===== config.mk =====
export PLATFORM = sky130hd
export DESIGN_NAME = fwd_operand_mux
export DESIGN_NICKNAME = d
export VERILOG_FILES = /design/src/rtl/fwd_pkg.sv /design/src/rtl/fwd_prio_enc.sv /design/src/rtl/fwd_operand_mux.sv
export SDC_FILE = /design/constraint.sdc
export NUM_CORES = 1
export LEC_CHECK = 0
export CAP_MARGIN = 10
export CELL_PAD_IN_SITES_DETAIL_PLACEMENT = 0
export CELL_PAD_IN_SITES_GLOBAL_PLACEMENT = 1
export CORE_ASPECT_RATIO = 1.4
export CORE_MARGIN = 3
export CORE_UTILIZATION = 25
export CTS_BUF_LIST = sky130_fd_sc_hd__clkbuf_8 sky130_fd_sc_hd__clkbuf_16
export DETAILED_ROUTE_END_ITERATION = 10
export DONT_BUFFER_PORTS = 1
export PLACE_DENSITY_LB_ADDON = 0.1
export SLEW_MARGIN = 20
export SYNTH_ARGS = -nofsm -noshare
export SYNTH_HDL_FRONTEND = slang
export SYNTH_HIERARCHICAL = 1
export SYNTH_SLANG_ARGS = --single-unit
export TNS_END_PERCENT = 100

===== constraint.sdc =====
create_clock -name clk -period 8.3 [get_ports clk]
set_input_delay 2.49 -clock clk [delete_from_list [all_inputs] [get_ports clk]]
set_output_delay 2.49 -clock clk [all_outputs]
set_load 0.1 [all_outputs]

===== src/rtl/fwd_pkg.sv =====
// Shared forwarding constants and helpers used by the operand muxes, register file and hazard unit.
package fwd_pkg;

  localparam int unsigned FWD_WIDTH  = 32;
  localparam int unsigned FWD_REG_AW = 5;
  localparam int unsigned FWD_SEL_RF = 0;

  // Producer i is reported on out_sel as i+1; 0 is reserved for the register file.
  function automatic int unsigned fwd_sel_of(input int unsigned i);
    return i + 32'd1;
  endfunction

endpackage


===== src/rtl/fwd_prio_enc.sv =====
// Lowest-index-wins priority encoder over the forwarding hit vector.
module fwd_prio_enc #(
  parameter int unsigned NUM_FW = 3,
  parameter int unsigned IDX_W  = 2
) (
  input  logic [NUM_FW-1:0] hit,
  output logic              hit_any,
  output logic [IDX_W-1:0]  winner
);

  // Scan from the oldest producer down so the youngest match overwrites.
  always_comb begin
    hit_any = |hit;
    winner  = '0;
    for (int i = int'(NUM_FW) - 1; i >= 0; i--) begin
      if (hit[i]) winner = IDX_W'(i);
    end
  end

endmodule


===== src/rtl/fwd_operand_mux.sv =====
// Resolves one EX source operand from the register file or a forwarding producer, with load-use stall
// and a single registered output slot. Optional counters under FWD_OPERAND_STATS_EN.
module fwd_operand_mux
  import fwd_pkg::*;
#(
  parameter int unsigned WIDTH  = FWD_WIDTH,
  parameter int unsigned NUM_FW = 3,
  parameter int unsigned REG_AW = FWD_REG_AW,
  parameter int unsigned SEL_W  = 2
) (
  input  logic                     clk,
  input  logic                     rst_n,
  input  logic                     in_valid,
  output logic                     in_ready,
  input  logic [REG_AW-1:0]        src_reg,
  input  logic [WIDTH-1:0]         rf_data,
  input  logic [NUM_FW-1:0]        fw_valid,
  input  logic [NUM_FW*REG_AW-1:0] fw_rd,
  input  logic [NUM_FW*WIDTH-1:0]  fw_data,
  input  logic [NUM_FW-1:0]        fw_rdy,
  output logic                     out_valid,
  input  logic                     out_ready,
  output logic [WIDTH-1:0]         out_data,
  output logic [SEL_W-1:0]         out_sel,
  output logic                     stall
`ifdef FWD_OPERAND_STATS_EN
  ,
  input  logic                     stats_clr,
  output logic [31:0]              fwd_cnt,
  output logic [31:0]              stall_cnt
`endif
);

  localparam int unsigned IDX_W = (NUM_FW > 1) ? $clog2(NUM_FW) : 1;

  logic [NUM_FW-1:0] hit;
  logic              hit_any;
  logic [IDX_W-1:0]  winner;
  logic              win_rdy;
  logic [WIDTH-1:0]  win_data;
  logic [SEL_W-1:0]  sel_next;
  logic              capture;

  // Register 0 is hardwired and never forwards.
  always_comb begin
    hit = '0;
    for (int i = 0; i < int'(NUM_FW); i++) begin
      hit[i] = fw_valid[i] && (fw_rd[i*REG_AW +: REG_AW] == src_reg) && (src_reg != '0);
    end
  end

  fwd_prio_enc #(
    .NUM_FW (NUM_FW),
    .IDX_W  (IDX_W)
  ) u_prio (
    .hit     (hit),
    .hit_any (hit_any),
    .winner  (winner)
  );

  always_comb begin
    win_rdy  = 1'b0;
    win_data = '0;
    for (int i = 0; i < int'(NUM_FW); i++) begin
      if (winner == IDX_W'(i)) begin
        win_rdy  = fw_rdy[i];
        win_data = fw_data[i*WIDTH +: WIDTH];
      end
    end
  end

  // Only the winning producer matters: an older ready producer cannot mask a pending load.
  assign stall    = in_valid && hit_any && !win_rdy;
  assign in_ready = !stall && (!out_valid || out_ready);
  assign capture  = in_valid && in_ready;
  assign sel_next = hit_any ? SEL_W'(fwd_sel_of(32'(winner))) : SEL_W'(FWD_SEL_RF);

  always_ff @(posedge clk or negedge rst_n) begin
    if (!rst_n) begin
      out_valid <= 1'b0;
      out_data  <= '0;
      out_sel   <= '0;
    end else if (capture) begin
      out_valid <= 1'b1;
      out_data  <= hit_any ? win_data : rf_data;
      out_sel   <= sel_next;
    end else if (out_ready) begin
      out_valid <= 1'b0;
    end
  end

`ifdef FWD_OPERAND_STATS_EN
  always_ff @(posedge clk or negedge rst_n) begin
    if (!rst_n) begin
      fwd_cnt   <= '0;
      stall_cnt <= '0;
    end else if (stats_clr) begin
      fwd_cnt   <= '0;
      stall_cnt <= '0;
    end else begin
      if (capture && hit_any) fwd_cnt <= fwd_cnt + 32'd1;
      if (stall) stall_cnt <= stall_cnt + 32'd1;
    end
  end
`endif

endmodule


# Yosys cells after proc, flatten, opt, wreduce, memory -nomap -nowiden
# Cells that the tools add are included.
# op_classes
add_sub_neg,1
muxes,13
eq_ne,5
reduce_logical,18
# op_table
cell,n
32-bit 2-to-1 mux,4
5-bit equality test,3
1-bit logical AND,10
2-bit 2-to-1 mux,4
1-bit 2-to-1 mux,5
5-bit nonzero test,1
1-bit logical NOT,3
3-bit OR reduction,1
2-bit by 1-bit adder with 2-bit output (second input constant),1
2-bit by 1-bit equality test with 1-bit output (second input constant),1
2-bit equality test (second input constant),1
2-bit logical NOT,1
2-bit nonzero test,1
1-bit logical OR,1
# word_totals
wordCells,40
regBits,35
out_inout_bits,37
inputBits,158

# Longest topological paths before layout
# logic_depth
word_depth,16
mapped_depth,11
mapped_depth_nobuf,10

# By module
# Netlist, hierarchy kept.
# modules_own_cells
module,cells_per_inst,seq_area_each_um2,instances,area_each_um2
fwd_operand_mux,269,875.8,1,2488.6
fwd_prio_enc,3,0.0,1,20.0

# Worst setup path before layout
# OpenSTA, ideal clock, no wires.
# synth_path
path_kind,in2out
start,in src_reg[1]
end,out in_ready
n_path_buf,1
t_required_ns,5.810
t_arrival_ns,6.393
setup_slack_ns,-0.583
cell_stages,11
path_cell_list,or4_1 -> nor2_1 -> nor4_1 -> nor3b_1 -> inv_1 -> ha_1 -> clkbuf_1 -> a21oi_1 -> a21oi_1 -> nor2_1 -> a21oi_1
# synth_via
word_cells_on_any_way,25
classes_between,eq/ne: 5; mux: 6; reduce/logical: 14
# synth_rtl
item,line,text
start: declaration,fwd_operand_mux.sv:15,"input logic [REG_AW-1:0] src_reg,"
5-bit equality test,fwd_operand_mux.sv:48,hit[i] = fw_valid[i] && (fw_rd[i*REG_AW +: REG_AW] == src_reg) && (src_reg != '0);
1-bit logical AND,fwd_operand_mux.sv:48,
1-bit logical AND (*),fwd_operand_mux.sv:48,
net hit[1],fwd_operand_mux.sv:36,logic [NUM_FW-1:0] hit;
2-bit 2-to-1 mux (*) (2 in a row),fwd_prio_enc.sv:16,if (hit[i]) winner = IDX_W'(i);
net winner[1],fwd_operand_mux.sv:38,logic [IDX_W-1:0] winner;
2-bit logical NOT,fwd_operand_mux.sv:65,if (winner == IDX_W'(i)) begin
1-bit 2-to-1 mux (2 in a row),fwd_operand_mux.sv:65,
1-bit 2-to-1 mux (*),fwd_operand_mux.sv:65,
1-bit logical NOT (*),fwd_operand_mux.sv:73,assign stall = in_valid && hit_any && !win_rdy;
1-bit logical AND (*),fwd_operand_mux.sv:73,
net stall,fwd_operand_mux.sv:25,output logic stall
1-bit logical NOT (*),fwd_operand_mux.sv:74,assign in_ready = !stall && (!out_valid || out_ready);
1-bit logical AND (*),fwd_operand_mux.sv:74,
end: declaration,fwd_operand_mux.sv:14,"output logic in_ready,"
# Mark *: on every way through the listed nets, which the timed path passes. The rest lies on a longest branch.

# Worst setup path in the final report
# layout_path
start,in src_reg[1]
end,out in_ready
# layout_via
word_cells_on_any_way,25
classes_between,eq/ne: 5; mux: 6; reduce/logical: 14
# layout_rtl
item,line
5-bit equality test,fwd_operand_mux.sv:48
1-bit logical AND,fwd_operand_mux.sv:48
1-bit logical AND (*),fwd_operand_mux.sv:48
net hit[1],fwd_operand_mux.sv:36
2-bit 2-to-1 mux (*) (2 in a row),fwd_prio_enc.sv:16
net winner[1],fwd_operand_mux.sv:38
2-bit logical NOT,fwd_operand_mux.sv:65
1-bit 2-to-1 mux (2 in a row),fwd_operand_mux.sv:65
1-bit 2-to-1 mux (*),fwd_operand_mux.sv:65
1-bit logical NOT (*),fwd_operand_mux.sv:73
1-bit logical AND (*),fwd_operand_mux.sv:73
1-bit logical NOT (*),fwd_operand_mux.sv:74
1-bit logical AND (*),fwd_operand_mux.sv:74
# Marks and branches as above.

==> run_results.csv <==
group,metric,value,unit
run_status,status,"finished clean",
clock_network,ctsResizeCount,0,
logic_synthesis,yosysTopAreaCellShare,34.9,%
power,p_int,379,uW
timing,fin_setup_tns,0,ns
global_route,grt_pass1_vias,2255,
floorplan,start_util,26.1,%
clock_network,cts_hold_buf,0,
route,via_per_inst,5.34,
placed_design,dpl.hpwl,5.95,mm
placed_design,gp_congestion,0.725,
hold_path,min_from,"out_sel[1]$_DFFE_PN0P_",
power,power,769,uW
placed_design,port_buffers,0,
logic_synthesis,synth_area_leaders,"dfrtp_1, mux2_2, nand3b_1, a31oi_1, o22ai_1",
clock_network,clock_latency,0.28,ns
clock_network,clockBufferDepth,2,
global_route,gr-usage-all-layers,13.7,%
route,wl,8.00,mm
timing,fin_crit,7.43,ns
floorplan,pin_count,195,
timing,rsz0062_at_grt,"no",
power,peakVddDrop,0.000101,V
logic_synthesis,syn_area_per_cell,9.22,um^2
logic_synthesis,ys_seq_area_share,34.9,%
timing,worst_pin_slew,0.975,ns
power,powerDensity,276,nW/um^2
floorplan,die_h,125,um
layout,final_cell_mix,"nand2_1, dfrtp_1, nand3b_1",
layout,multi_input_area,1510,um^2
clock_network,cts-root-buf,"clkbuf_16",
route,vias,2099,
clock_network,post_cts_buffers,0,
logic_synthesis,syn_inst,272,
setup_path,cp.arrival,4.94,ns
clock_network,h-tree-depth,2,
setup_path,critPathKind,"input pin to output port",
global_route,grt_pass1_wl,12.2,mm
global_route,grt_max_degree,39,
placed_design,place_area,2630,um^2
clock_network,cts_tree,"yes",
floorplan,coreArea,9620,um^2
route,first_pass_iters,4,
power,p_clk_share,25.5,%
global_route,grt-ovfl-total,0,
route,drc,0,
route,wl_per_cell,20.4,um
power,switchingPower,390,uW
timing,hold_viol,0,
hold_path,worstHoldPathType,"flop to flop",
power,comb_power_share,12.5,%
layout,design_area,2780,um^2
setup_path,end_kind,"output port",
setup_path,required,5.81,ns
floorplan,die_x,90.7,um
setup_path,r2r_start,"out_valid$_DFFE_PN0P_",
global_route,antenna_found_initial,0,
timing,drv_slew,0,
logic_synthesis,synth_fp_nets,433,
power,power_frac_seq,62.0,%
floorplan,dieArea,11300,um^2
layout,drive_gt1_share,19.9,%
clock_network,clk_pin_slew,0.06,ns
timing,timing.final.crit_share,89.5,%
timing,setup_viol,0,
layout,fillerInstances,1040,
clock_network,cts.sinks,35,
setup_path,startpoint_type,"input pin",
run,max_cap_viol_count,0,
timing,clock.fmax,135,MHz
setup_path,crit_start,"src_reg[1]",
power,switching_share,50.8,%
timing,skew,0.00463,ns
timing,relSlewSlack,35.0,%
logic_synthesis,synth_largest_area_cell,"dfrtp_1",
layout,nets,421,
route,ant_nets,0,
power,leakage,0.000984,uW
logic_synthesis,synth_warnings,6,
route,drtIter0Drc,60,
logic_synthesis,synth_cell_types,29,
floorplan,rows,42,
clock_network,numCtsBuffers,5,
layout,final_core_utilization,28.9,%
layout,seqCellArea,876,um^2
logic_synthesis,synth_area,2510,um^2
layout,n_antenna_cell,0,
logic_synthesis,ys_seq_elements,35,
setup_path,crit_fanout,33,
layout,area_delta_synth_final,10.9,%
[cells in the mapped netlist]
master,n
mux2i_1,1
dfrtp_1,35
or3_1,1
buf_6,3
mux2_1,1
a21oi_1,3
ha_1,3
nor4_1,3
o22ai_1,31
buf_4,1
mux2_2,32
clkbuf_1,20
a31oi_4,1
xnor2_1,9
xor2_1,6
inv_1,5
a21o_1,1
nor2b_1,4
nor3b_1,1
o221ai_2,1
nand2_2,1
o21ai_0,1
a31oi_1,32
nand2_1,35
nor2_1,2
nand4_1,3
nand3b_1,34
or4_1,1
buf_2,1
[power by group through the flow]
stage	clock network, uW	registers [uW]	logic, uW
after floorplan	0	470	84.4
after global placement	0	483	96.9
after detailed placement	0	483	98.5
after CTS	206	479	98.7
after global routing	214	481	108
final	196	477	96.0
[per-stage QoR]
step,hold slack [ns],setup WS [ns],std cells
6_report,1.00,0.868,393
5_1_grt,1.06,0.612,393
3_5_place_dp,1.01,0.830,385
3_3_place_gp,1.00,0.869,385
2_1_floorplan,0.968,0.380,272
4_1_cts,1.01,0.822,393
[worst paths after layout]
| path | end | slack [ns] | depth (start not counted) |
|---|---|---|---|
| max | in_ready | 0.87 | 11 |
| min | out_sel[1]$_DFFE_PN0P_ | 1.00 | 2 |
| max reg2reg | out_data[11]$_DFFE_PN0P_ | 5.68 | 5 |
| min reg2reg | out_sel[1]$_DFFE_PN0P_ | 1.00 | 2 |
| max in group asynchronous | out_data[22]$_DFFE_PN0P_ | 6.30 | 0 |
| min in group asynchronous | out_sel[0]$_DFFE_PN0P_ | 1.91 | 0 |
[kinds of logic after synthesis]
group / count (synthesis) / synth area share (%)
buffers and inverters: 30 / 5.59
AOI/OAI and AO/OA: 70 / 18.3
adders and majority gates: 3 / 1.50
muxes: 34 / 15.2
DFF: 35 / 34.9
and+or+nand+nor: 85 / 19.3
xor gates and xnor gates: 15 / 5.24
[worst max-delay path: stages]
cell	delay (ns)
or4_1	0.50
nor2_1	0.16
nor4_1	0.10
nor3b_1	0.28
inv_1	0.10
ha_2	0.36
nand3b_1	0.31
a21oi_1	0.20
nor2_2	0.06
a21oi_2	0.15
buf_12	0.20
[state kept, by name, summed over array words and instances, names as in the netlist]
name,cells
out_data,32
out_sel,2
out_valid,1
[layout make-up]
type	instances	area share [%]
multi-input cells	207	54.2
flip-flops and latches	35	31.5
clock buffers	7	5.49
inverters	5	0.674
clock inverters	1	0.135
repair buffers	6	2.07
well taps	132	5.94
[per-layer routing]
metal	vias up	global-route usage (%)	part of all wire, %
li1	992	-	-
met1	994	14.9	38
met2	105	24.9	53
met3	8	4.65	8.0
met4	0	3.88	1.4
met5	-	0	0
No activity file was read; power rests on OpenSTA's default activity.
